## config.mk

```make
export PLATFORM = sky130hd
export DESIGN_NAME = nf10_encap_multi_flat
export DESIGN_NICKNAME = d
export VERILOG_FILES = /design/src/rtl/nf10_encap_multi_if.sv /design/src/rtl/nf10_encap_multi.sv /design/src/flat_wrapper.sv
export SDC_FILE = /design/constraint.sdc
export NUM_CORES = 2
export LEC_CHECK = 0
export ABC_AREA = 0
export ABC_CLOCK_PERIOD_IN_PS = 25400
export CAP_MARGIN = 20
export CORE_AREA = 2 2 465 467
export DETAILED_ROUTE_END_ITERATION = 8
export DIE_AREA = 0 0 467 469
export GPL_TIMING_DRIVEN = 0
export PLACE_DENSITY_LB_ADDON = 0.1
export SETUP_SLACK_MARGIN = 0.2
export SYNTH_ARGS = -nofsm -noshare
export SYNTH_HDL_FRONTEND = slang
export SYNTH_SLANG_ARGS = --single-unit
```

## constraint.sdc

```tcl
create_clock -name axi_aclk -period 25.4 [get_ports axi_aclk]
set_clock_uncertainty 0.05 [all_clocks]
set_input_delay 2.54 -clock axi_aclk [delete_from_list [all_inputs] [get_ports axi_aclk]]
set_output_delay 2.54 -clock axi_aclk [all_outputs]
set_load 0.01 [all_outputs]
```

## src/rtl/nf10_encap_multi_if.sv

```systemverilog
// AXI4-Stream bundle used on both sides of nf10_encap_multi.
//   tdata  : beat payload, byte k at [8k+7:8k]
//   tstrb  : byte enables, contiguous from byte 0
//   tuser  : sideband, carries the 16-bit packet length field
//   tvalid / tready : handshake
//   tlast  : final beat of a packet
interface nf10_encap_multi_if #(
  parameter int unsigned DataWidth = 256,
  parameter int unsigned UserWidth = 128
) ();
  logic [DataWidth-1:0]   tdata;
  logic [DataWidth/8-1:0] tstrb;
  logic [UserWidth-1:0]   tuser;
  logic                   tvalid;
  logic                   tready;
  logic                   tlast;

  modport master (output tdata, tstrb, tuser, tvalid, tlast, input tready);
  modport slave  (input tdata, tstrb, tuser, tvalid, tlast, output tready);
endinterface

```

## src/rtl/nf10_encap_multi.sv

```systemverilog
// Packet encapsulation stage: per packet, either prepends a HDR_BYTES header taken from the
// descriptor or forwards the packet untouched. Output is a single register slice.
//   axi_aclk, axi_reset     : clock, asynchronous active-high reset
//   s_axis (slave)          : input stream
//   m_axis (master)         : registered output stream
//   desc_valid/ready/encap  : per-packet descriptor, consumed with input beat 0
//   desc_hdr                : header, byte 0 in [7:0] goes out first
//   encap_count/pass_count  : completed packet counters, wrapping
module nf10_encap_multi #(
  parameter int unsigned C_AXIS_DATA_WIDTH  = 256,
  parameter int unsigned C_AXIS_TUSER_WIDTH = 128,
  parameter int unsigned HDR_BYTES          = 34,
  parameter int unsigned TOTAL_LENGTH_POS   = 0
) (
  input  logic                   axi_aclk,
  input  logic                   axi_reset,
  nf10_encap_multi_if.slave      s_axis,
  nf10_encap_multi_if.master     m_axis,
  input  logic                   desc_valid,
  output logic                   desc_ready,
  input  logic                   desc_encap,
  input  logic [8*HDR_BYTES-1:0] desc_hdr,
  output logic [31:0]            encap_count,
  output logic [31:0]            pass_count
);
  localparam int W      = int'(C_AXIS_DATA_WIDTH);
  localparam int U      = int'(C_AXIS_TUSER_WIDTH);
  localparam int Bytes  = W / 8;
  localparam int H      = int'(HDR_BYTES);
  // H < 2*Bytes, so there is at most one full header beat.
  localparam int Nh     = H / Bytes;
  localparam int R      = H % Bytes;
  localparam int LenPos = int'(TOTAL_LENGTH_POS);

  typedef enum logic [2:0] {StIdle, StPass, StHdr, StShift, StTail} state_e;

  state_e         state_q, state_d;
  logic [W-1:0]   carry_q, carry_d;
  logic [Bytes-1:0] tail_strb_q, tail_strb_d;
  // Input beat 0 is parked here while the full header beat goes out.
  logic [W-1:0]   hold_data_q, hold_data_d;
  logic [Bytes-1:0] hold_strb_q, hold_strb_d;
  logic           hold_last_q, hold_last_d;
  logic [31:0]    encap_q, encap_d, pass_q, pass_d;

  logic           m_valid_q, m_last_q;
  logic [W-1:0]   m_data_q;
  logic [Bytes-1:0] m_strb_q;
  logic [U-1:0]   m_user_q;

  logic           out_valid, out_last, do_shift;
  logic [W-1:0]   out_data;
  logic [Bytes-1:0] out_strb;
  logic [U-1:0]   out_user, tuser_mod;

  logic           load, s_ready, s_fire;
  logic [2*W-1:0] desc_pad;

  logic [W-1:0]   src_carry, src_data, sh_data, sh_carry;
  logic [Bytes-1:0] src_strb, sh_strb, sh_tail_strb;
  logic           src_last, sh_tail;

  assign desc_pad = {{(2*W-8*H){1'b0}}, desc_hdr};
  assign load     = ~m_valid_q | m_axis.tready;
  assign s_ready  = ~axi_reset & load &
                    (((state_q == StIdle) & desc_valid) | (state_q == StPass) |
                     (state_q == StShift));
  assign s_fire   = s_axis.tvalid & s_ready;
  assign desc_ready = s_fire & (state_q == StIdle);
  assign s_axis.tready = s_ready;

  // Shift source: live input, or the parked beat 0 when leaving the header beat.
  always_comb begin
    src_carry = carry_q;
    src_data  = s_axis.tdata;
    src_strb  = s_axis.tstrb;
    src_last  = s_axis.tlast;
    if (state_q == StIdle) begin
      src_carry = desc_pad[Nh*W +: W];
    end else if (state_q == StHdr) begin
      src_data = hold_data_q;
      src_strb = hold_strb_q;
      src_last = hold_last_q;
    end
  end

  // R carried bytes in the low lanes, input shifted up by R; top R input bytes carry over.
  always_comb begin
    sh_data      = '0;
    sh_strb      = '0;
    sh_carry     = '0;
    sh_tail_strb = '0;
    for (int b = 0; b < Bytes; b++) begin
      if (b < R) begin
        sh_data[8*b +: 8] = src_carry[8*b +: 8];
        sh_strb[b]        = 1'b1;
      end else begin
        sh_data[8*b +: 8] = src_data[8*(b-R) +: 8];
        sh_strb[b]        = src_strb[b-R];
      end
    end
    for (int j = 0; j < R; j++) begin
      sh_carry[8*j +: 8] = src_data[8*(Bytes-R+j) +: 8];
      sh_tail_strb[j]    = src_strb[Bytes-R+j];
    end
  end

  assign sh_tail = src_last & (|sh_tail_strb);

  always_comb begin
    state_d     = state_q;
    carry_d     = carry_q;
    tail_strb_d = tail_strb_q;
    hold_data_d = hold_data_q;
    hold_strb_d = hold_strb_q;
    hold_last_d = hold_last_q;
    encap_d     = encap_q;
    pass_d      = pass_q;
    out_valid   = 1'b0;
    out_data    = '0;
    out_strb    = '0;
    out_user    = '0;
    out_last    = 1'b0;
    do_shift    = 1'b0;
    tuser_mod   = s_axis.tuser;
    tuser_mod[LenPos +: 16] = s_axis.tuser[LenPos +: 16] + 16'(H);

    unique case (state_q)
      StIdle: begin
        if (s_fire) begin
          if (desc_encap) begin
            out_user = tuser_mod;
            if (Nh > 0) begin
              out_valid   = 1'b1;
              out_data    = desc_pad[W-1:0];
              out_strb    = '1;
              carry_d     = desc_pad[Nh*W +: W];
              hold_data_d = s_axis.tdata;
              hold_strb_d = s_axis.tstrb;
              hold_last_d = s_axis.tlast;
              state_d     = StHdr;
            end else begin
              do_shift = 1'b1;
            end
          end else begin
            out_valid = 1'b1;
            out_data  = s_axis.tdata;
            out_strb  = s_axis.tstrb;
            out_user  = s_axis.tuser;
            out_last  = s_axis.tlast;
            if (s_axis.tlast) pass_d = pass_q + 32'd1;
            else              state_d = StPass;
          end
        end
      end
      StPass: begin
        if (s_fire) begin
          out_valid = 1'b1;
          out_data  = s_axis.tdata;
          out_strb  = s_axis.tstrb;
          out_user  = s_axis.tuser;
          out_last  = s_axis.tlast;
          if (s_axis.tlast) begin
            pass_d  = pass_q + 32'd1;
            state_d = StIdle;
          end
        end
      end
      StHdr:   do_shift = load;
      StShift: do_shift = s_fire;
      StTail: begin
        if (load) begin
          out_valid = 1'b1;
          out_data  = carry_q;
          out_strb  = tail_strb_q;
          out_last  = 1'b1;
          encap_d   = encap_q + 32'd1;
          state_d   = StIdle;
        end
      end
      default: state_d = StIdle;
    endcase

    if (do_shift) begin
      out_valid = 1'b1;
      out_data  = sh_data;
      out_strb  = sh_strb;
      out_last  = src_last & ~sh_tail;
      carry_d   = sh_carry;
      if (!src_last) begin
        state_d = StShift;
      end else if (sh_tail) begin
        tail_strb_d = sh_tail_strb;
        state_d     = StTail;
      end else begin
        encap_d = encap_q + 32'd1;
        state_d = StIdle;
      end
    end
  end

  always_ff @(posedge axi_aclk or posedge axi_reset) begin
    if (axi_reset) begin
      state_q     <= StIdle;
      carry_q     <= '0;
      tail_strb_q <= '0;
      hold_data_q <= '0;
      hold_strb_q <= '0;
      hold_last_q <= 1'b0;
      encap_q     <= '0;
      pass_q      <= '0;
      m_valid_q   <= 1'b0;
      m_data_q    <= '0;
      m_strb_q    <= '0;
      m_user_q    <= '0;
      m_last_q    <= 1'b0;
    end else begin
      state_q     <= state_d;
      carry_q     <= carry_d;
      tail_strb_q <= tail_strb_d;
      hold_data_q <= hold_data_d;
      hold_strb_q <= hold_strb_d;
      hold_last_q <= hold_last_d;
      encap_q     <= encap_d;
      pass_q      <= pass_d;
      if (load) begin
        m_valid_q <= out_valid;
        m_data_q  <= out_data;
        m_strb_q  <= out_strb;
        m_user_q  <= out_user;
        m_last_q  <= out_last;
      end
    end
  end

  assign m_axis.tvalid = m_valid_q;
  assign m_axis.tdata  = m_data_q;
  assign m_axis.tstrb  = m_strb_q;
  assign m_axis.tuser  = m_user_q;
  assign m_axis.tlast  = m_last_q;
  assign encap_count   = encap_q;
  assign pass_count    = pass_q;
endmodule

```

## src/flat_wrapper.sv

```systemverilog
// flat-port wrapper written by rule: the top's interface ports become plain ports
module nf10_encap_multi_flat 
#(
  parameter int unsigned C_AXIS_DATA_WIDTH  = 256,
  parameter int unsigned C_AXIS_TUSER_WIDTH = 128,
  parameter int unsigned HDR_BYTES          = 34,
  parameter int unsigned TOTAL_LENGTH_POS   = 0
)
  (axi_aclk, axi_reset, desc_valid, desc_ready, desc_encap, desc_hdr, encap_count, pass_count, s_axis_tdata, s_axis_tstrb, s_axis_tuser, s_axis_tvalid, s_axis_tlast, s_axis_tready, m_axis_tdata, m_axis_tstrb, m_axis_tuser, m_axis_tvalid, m_axis_tlast, m_axis_tready);
  nf10_encap_multi_if s_axis_i ();
  nf10_encap_multi_if m_axis_i ();
  input  logic axi_aclk;
  input  logic axi_reset;
  input  logic desc_valid;
  output logic desc_ready;
  input  logic desc_encap;
  input  logic [8*HDR_BYTES-1:0] desc_hdr;
  output logic [31:0] encap_count;
  output logic [31:0] pass_count;
  input wire logic [$bits(s_axis_i.tdata)-1:0] s_axis_tdata;
  input wire logic [$bits(s_axis_i.tstrb)-1:0] s_axis_tstrb;
  input wire logic [$bits(s_axis_i.tuser)-1:0] s_axis_tuser;
  input wire logic [$bits(s_axis_i.tvalid)-1:0] s_axis_tvalid;
  input wire logic [$bits(s_axis_i.tlast)-1:0] s_axis_tlast;
  output wire logic [$bits(s_axis_i.tready)-1:0] s_axis_tready;
  output wire logic [$bits(m_axis_i.tdata)-1:0] m_axis_tdata;
  output wire logic [$bits(m_axis_i.tstrb)-1:0] m_axis_tstrb;
  output wire logic [$bits(m_axis_i.tuser)-1:0] m_axis_tuser;
  output wire logic [$bits(m_axis_i.tvalid)-1:0] m_axis_tvalid;
  output wire logic [$bits(m_axis_i.tlast)-1:0] m_axis_tlast;
  input wire logic [$bits(m_axis_i.tready)-1:0] m_axis_tready;
  assign s_axis_i.tdata = s_axis_tdata;
  assign s_axis_i.tstrb = s_axis_tstrb;
  assign s_axis_i.tuser = s_axis_tuser;
  assign s_axis_i.tvalid = s_axis_tvalid;
  assign s_axis_i.tlast = s_axis_tlast;
  assign s_axis_tready = s_axis_i.tready;
  assign m_axis_tdata = m_axis_i.tdata;
  assign m_axis_tstrb = m_axis_i.tstrb;
  assign m_axis_tuser = m_axis_i.tuser;
  assign m_axis_tvalid = m_axis_i.tvalid;
  assign m_axis_tlast = m_axis_i.tlast;
  assign m_axis_i.tready = m_axis_tready;
  nf10_encap_multi #(.C_AXIS_DATA_WIDTH(C_AXIS_DATA_WIDTH), .C_AXIS_TUSER_WIDTH(C_AXIS_TUSER_WIDTH), .HDR_BYTES(HDR_BYTES), .TOTAL_LENGTH_POS(TOTAL_LENGTH_POS)) u_core (.axi_aclk(axi_aclk), .axi_reset(axi_reset), .s_axis(s_axis_i), .m_axis(m_axis_i), .desc_valid(desc_valid), .desc_ready(desc_ready), .desc_encap(desc_encap), .desc_hdr(desc_hdr), .encap_count(encap_count), .pass_count(pass_count));
endmodule
```

**Word level (Yosys, flattened, before mapping)**

Cells that the tools add are included.
W data, S select, Z words.

- $add $sub $neg: 3
- Equal/unequal tests: 13
- Multiplexer cells: 54
- Bitwise operators: 13
- Reduce and logical (&&, ||, !) cells: 13

Operator list:

| operator | number |
|---|---|
| $mux W256 | 10 |
| $pmux W256 S3 | 1 |
| $mux W32 | 15 |
| $mux W128 | 2 |
| $pmux W128 S2 | 1 |
| $pmux W32 S3 | 1 |
| $add A32 B1 Y32 const B | 2 |
| $pmux W32 S2 | 1 |
| $mux W16 | 2 |
| $mux W3 | 9 |
| $add A16 B6 Y16 const B | 1 |
| $pmux W3 S4 | 1 |
| $ne A3 B1 Y1 const B | 3 |
| $reduce_and A3 Y1 | 3 |
| $mux W1 | 8 |
| $reduce_bool A2 Y1 | 4 |
| $and A1 B1 Y1 | 7 |
| $eq A3 B2 Y1 const B | 2 |
| $ne A2 B1 Y1 const B | 3 |
| $reduce_and A6 Y1 | 1 |
| $reduce_or A2 Y1 | 3 |
| $ne A4 B3 Y1 const B | 1 |
| $pmux W1 S2 | 2 |
| $reduce_and A4 Y1 | 1 |
| 8 further kinds | 12 |

- Bits in registers: 1032
- Input bits: 695
- Output and inout bits: 484
- Logic and storage cells: 109

**Logic depth before layout (Yosys ltp)**

- Depth in word-level cells: 9
- Gate-level depth with buffers: 9
- Depth with buffers taken out: 6

**Least setup slack after synthesis**

No wires, ideal clock.

- Path type: input to output
- Start point: input m_axis_tready
- End point: output s_axis_tready
- Data arrival time: 3.813 ns
- Data required time: 22.810 ns
- Path slack: 18.997 ns
- Cell stages on the path: 5
- Path buffers: 3
- Cell sequence: nor2b_1 -> clkbuf_1 -> clkbuf_1 -> clkbuf_1 -> a2111oi_0

- Longest elaborated chain between the ends: 3

RTL lines:

| element | RTL line | source |
|---|---|---|
| from (decl) | flat_wrapper.sv:31 | `input wire logic [$bits(m_axis_i.tready)-1:0] m_axis_tready;` |
| $or A1 B1 Y1 | nf10_encap_multi.sv:64 | `assign load = ~m_valid_q \| m_axis.tready;` |
| $and A1 B1 Y1 (2 in a row) | nf10_encap_multi.sv:65 | `assign s_ready = ~axi_reset & load &` |
| to (decl) | flat_wrapper.sv:25 | `output wire logic [$bits(s_axis_i.tready)-1:0] s_axis_tready;` |

Every way passes these cells.

**Final worst setup path**

Same ends and word-level chain as after synthesis.

==> results.sh <==
export IMPL_nFillCells=22520
export IMPL_route_vias_total=31990
export IMPL_power_per_cell_area_mw_per_mm2=108.3
export IMPL_antenna_found_initial=100
export IMPL_area_overhead_vs_synth_pct=51.21
export IMPL_synthArstFlopShare_pct=100.0
export IMPL_cts_buffers_inserted=110
export IMPL_yosys_register_bits=792
export IMPL_hp_start="u_core.encap_count[31]"
export IMPL_reg2regPathDepth=7
export IMPL_max_slew_worst_pin_slew_ps=1067
export IMPL_drt_antenna_violating_nets=0
export IMPL_syn_area_mm2=0.03771
export IMPL_timing_critical_path_cells="clkdlybuf4s50_1, nor2b_1, clkbuf_1, clkbuf_1, clkbuf_1, a2111oi_0, clkdlybuf4s50_1"
export IMPL_num_rows=170
export IMPL_initial_standard_cell_utilization_of_the_core_pct=17.64
export IMPL_ys_top_cells_by_area="sky130_fd_sc_hd__dfrtp_1 53%, sky130_fd_sc_hd__mux2i_1 14%, sky130_fd_sc_hd__mux2_2 8.7%"
export IMPL_cp_num_buf_inv=5
export IMPL_worst_setup_path_type="primary input to output port"
export IMPL_synth_avg_cell_area_um2=12.46
export IMPL_synth_cells=3026
export IMPL_syn_num_nets=3724
export IMPL_nets=5031
export IMPL_layout_drive_gt1_share_pct=12.55
export IMPL_max_cap_violations=0
export IMPL_maxClockFrequency_ghz=0.1152
export IMPL_ys_dominant_reg_cell="sky130_fd_sc_hd__dfrtp_1"
export IMPL_critical_path_top_cell_by_count="sky130_fd_sc_hd__clkbuf_1"
export IMPL_total_leakage_power_nw=23.46
export IMPL_share_of_synthesized_area_occupied_by_flip_flops_and_latches_pct=52.56
export IMPL_remaining_global_route_overflow=0
export IMPL_clk_root_buffer_cell="sky130_fd_sc_hd__clkbuf_16"
export IMPL_ir_worst_vdd_uv=53.13
export IMPL_finalSetupViolCount=0
export IMPL_netSwitchingFraction_pct=37.53
export IMPL_seq_power_share_pct=32.3
export IMPL_first_global_vias=33570
export IMPL_die_area_mm2=0.2190
export IMPL_worst_path_max_delay_cell="sky130_fd_sc_hd__clkbuf_1"
export IMPL_critical_path_max_stage_delay_ps=830
export IMPL_final_hold_slack_ps=423.8
export IMPL_numPlacedInstances=7059
export IMPL_netlist_area_leader_share_pct=52.56
export IMPL_report_final_slew_viol_count=0
export IMPL_per_cell_routed_wire_length_um=30.50
export IMPL_unrepaired_setup_endpoints_after_global_routing="false"
export IMPL_switchingPower_mw=2.319
export IMPL_min_period_over_period_pct=34.19
export IMPL_finish_utilization_pct=26.67
export IMPL_cts_resized=0
export IMPL_yosys_cell_types_count=53
export IMPL_grt_first_pass_wirelength_mm=299.0
export IMPL_min_clock_period_post_route_ps=8684
export IMPL_top_level_ports=1179
export IMPL_track_usage_pct=19.65
export IMPL_clk_pin_slew_worst_paths_ps=50
export IMPL_cts_hold_buffers=0
export IMPL_numClockSinks=792
export IMPL_setup_total_negative_slack_ps=0
export IMPL_firstDrtPassIters=5
export IMPL_regToRegSetupSlack_ps=21810
export IMPL_clock_tree_from_tritoncts="built"
export IMPL_run_status="complete, no violations"
export IMPL_hold_path_end="u_core.encap_count[31]"
export IMPL_port_buffer_count=1178
export IMPL_core_area_mm2=0.2138
export IMPL_die_h_um=469
export IMPL_hpwl_mm=177.4
export IMPL_worstReg2RegStart="u_core.m_axis.tvalid"
export IMPL_synthDominantAreaCellType="sky130_fd_sc_hd__dfrtp_1"
export IMPL_grt_start_max_net_pins=99
export IMPL_number_of_warnings_reported_in_the_yosys_synthesis_log=0
export IMPL_htree_num_levels=3
export IMPL_drt_drc_violations_left=0
export IMPL_start_kind="primary input"
export IMPL_pwr_share_comb_pct=42.7
export IMPL_final_non_filler_cells=7280
export IMPL_synth_edf_count=0
export IMPL_postRouteWirelength_mm=222.1
export IMPL_pwr_share_clk_pct=25.1
export IMPL_cts_max_path_buffers=3
export IMPL_clock_latency_ps=750
export IMPL_min_path_type="flip-flop to flip-flop"
export IMPL_gpl_congestion=0.8322
export IMPL_crit_required_ps=22810
export IMPL_p_int_mw=3.859
export IMPL_worst_path_max_fanout=10
export IMPL_finalWorstSetupSlack_ps=16720
export IMPL_final_hold_viol_count=0
export IMPL_routed_via_density=4.394
export IMPL_worst_setup_path_end_kind="output port"
export IMPL_cp_data_arrival_time_ps=6090
export IMPL_post_cts_setup_buffer_count=0
export IMPL_die_width_um=467
export IMPL_min_path_cells=1
export IMPL_drt_iter0_markers=1766
export IMPL_slew_limit_headroom_pct=28.72
export IMPL_critical_path_top_delay_family="buffers and inverters"
export IMPL_dp_worst_setup_slack_ps=16680
export IMPL_rr_endpoint="u_core.m_axis.tstrb[5]"
## area by class of cell
type,instances,area [um2],area share (%)
clock buffer,174,3254,5.707
clock inverter,21,249.0,0.4367
multi-input combinational,1962,16720,29.32
tap,2838,3551,6.228
sequential,792,19820,34.76
timing repair buffer,1195,12170,21.35
antenna,26,65.06,0.1141
inverter,7,33.78,0.05925
buffer,265,1157,2.030
## power by group through the flow
stage	combinational (mW)	clock (mW)	sequential (mW)
final	2.63	1.55	1.99
after global placement	2.68	0	2.02
after CTS	2.71	1.62	1.99
after floorplan	1.27	0	2.05
after detailed placement	2.70	0	2.01
after global routing	2.83	1.67	2.05
## layer usage
metal / wire length, um / track usage [%] / part of all wire [%] / up-vias
met4: 5181 / 5.227 / 2.3 / 62
met1: 90940 / 23.83 / 41 / 16320
met5: 400 / 0 / 0.18 / -
li1: - / - / - / 14140
met2: 109100 / 33.70 / 49 / 1156
met3: 16440 / 5.801 / 7.4 / 307
## cells by family after synthesis
group / count (synthesis) / synth area share, %
multiplexers: 820 / 22.73
flip-flops: 792 / 52.56
AO/OA/AOI/OAI: 768 / 15.94
AND/OR/NAND/NOR: 295 / 3.782
buffers and inverters: 272 / 3.126
XOR/XNOR: 76 / 1.765
adder cells (fa/ha/maj): 3 / 0.09955
## stage by stage
step | power [mW] | instance area, um2
global route | 6.548 | 56990
CTS | 6.321 | 56950
detailed placement | 4.706 | 53450
floorplan | 3.327 | 37710
finish | 6.178 | 57020
global placement | 4.691 | 53050
## cells in the mapped netlist (all sizes together) (2+ instances only)
cell type  number
nand3          19
and4            8
and3b           3
or2             3
o221ai        240
buf            96
a21oi          53
mux2          290
o211ai         31
nand4          22
o21a          242
a31oi           5
nor4            6
mux2i         530
a221o          16
o21ai          54
and3           11
clkbuf        169
nand2b          4
ha              3
xnor2          40
xor2           36
nor3b           7
nor2           58
dfrtp         792
nor3           18
a2111oi         2
nor2b           5
inv             7
a21o            2
nand2         121
a22o          113
and2            4
o31ai           2
nand4b          2
a221oi          2
## worst reg2reg max path, delay by kind of cell (launching register included)
kind	cells	cell delay, ps
flops	1	360
simple gates	2	270
buf+inv	4	2710
compound gates	1	120
## flip-flops by register name, indices dropped and copies added, names as in the netlist, 2 cells and up
register             count
u_core.carry_q          16
u_core.encap_count      32
u_core.hold_data_q     256
u_core.hold_strb_q      32
u_core.m_axis.tdata    256
u_core.m_axis.tstrb     32
u_core.m_axis.tuser    128
u_core.pass_count       32
u_core.state_q           3
u_core.tail_strb_q       2
## placed cells by master, fill, tap and decap left out, drive strengths merged, types with 22 or more instances in the layout
cell	n
o21a	242
nand4	22
mux2i	530
dfrtp	792
clkdlybuf4s50	1178
buf	113
o211ai	31
diode	26
mux2	290
clkbuf	343
a21oi	53
o221ai	240
xnor2	40
nand2	121
nor2	58
xor2	36
a22o	113
o21ai	54
## how the worst max path moves through the flow
| stage | to | from | slack [ps] | cells past startpoint |
|---|---|---|---|---|
| floorplan | u_core.carry_q[0] | axi_reset | 570 | 1 |
| CTS | s_axis_tready | m_axis_tready | 16670 | 7 |
| detailed placement | s_axis_tready | m_axis_tready | 16680 | 7 |
| global placement | u_core.hold_data_q[145] | axi_reset | -15400 | 2 |
| finish | s_axis_tready | m_axis_tready | 16720 | 7 |
| global route | s_axis_tready | m_axis_tready | 16520 | 7 |
Power figures use the tool's default switching activity.
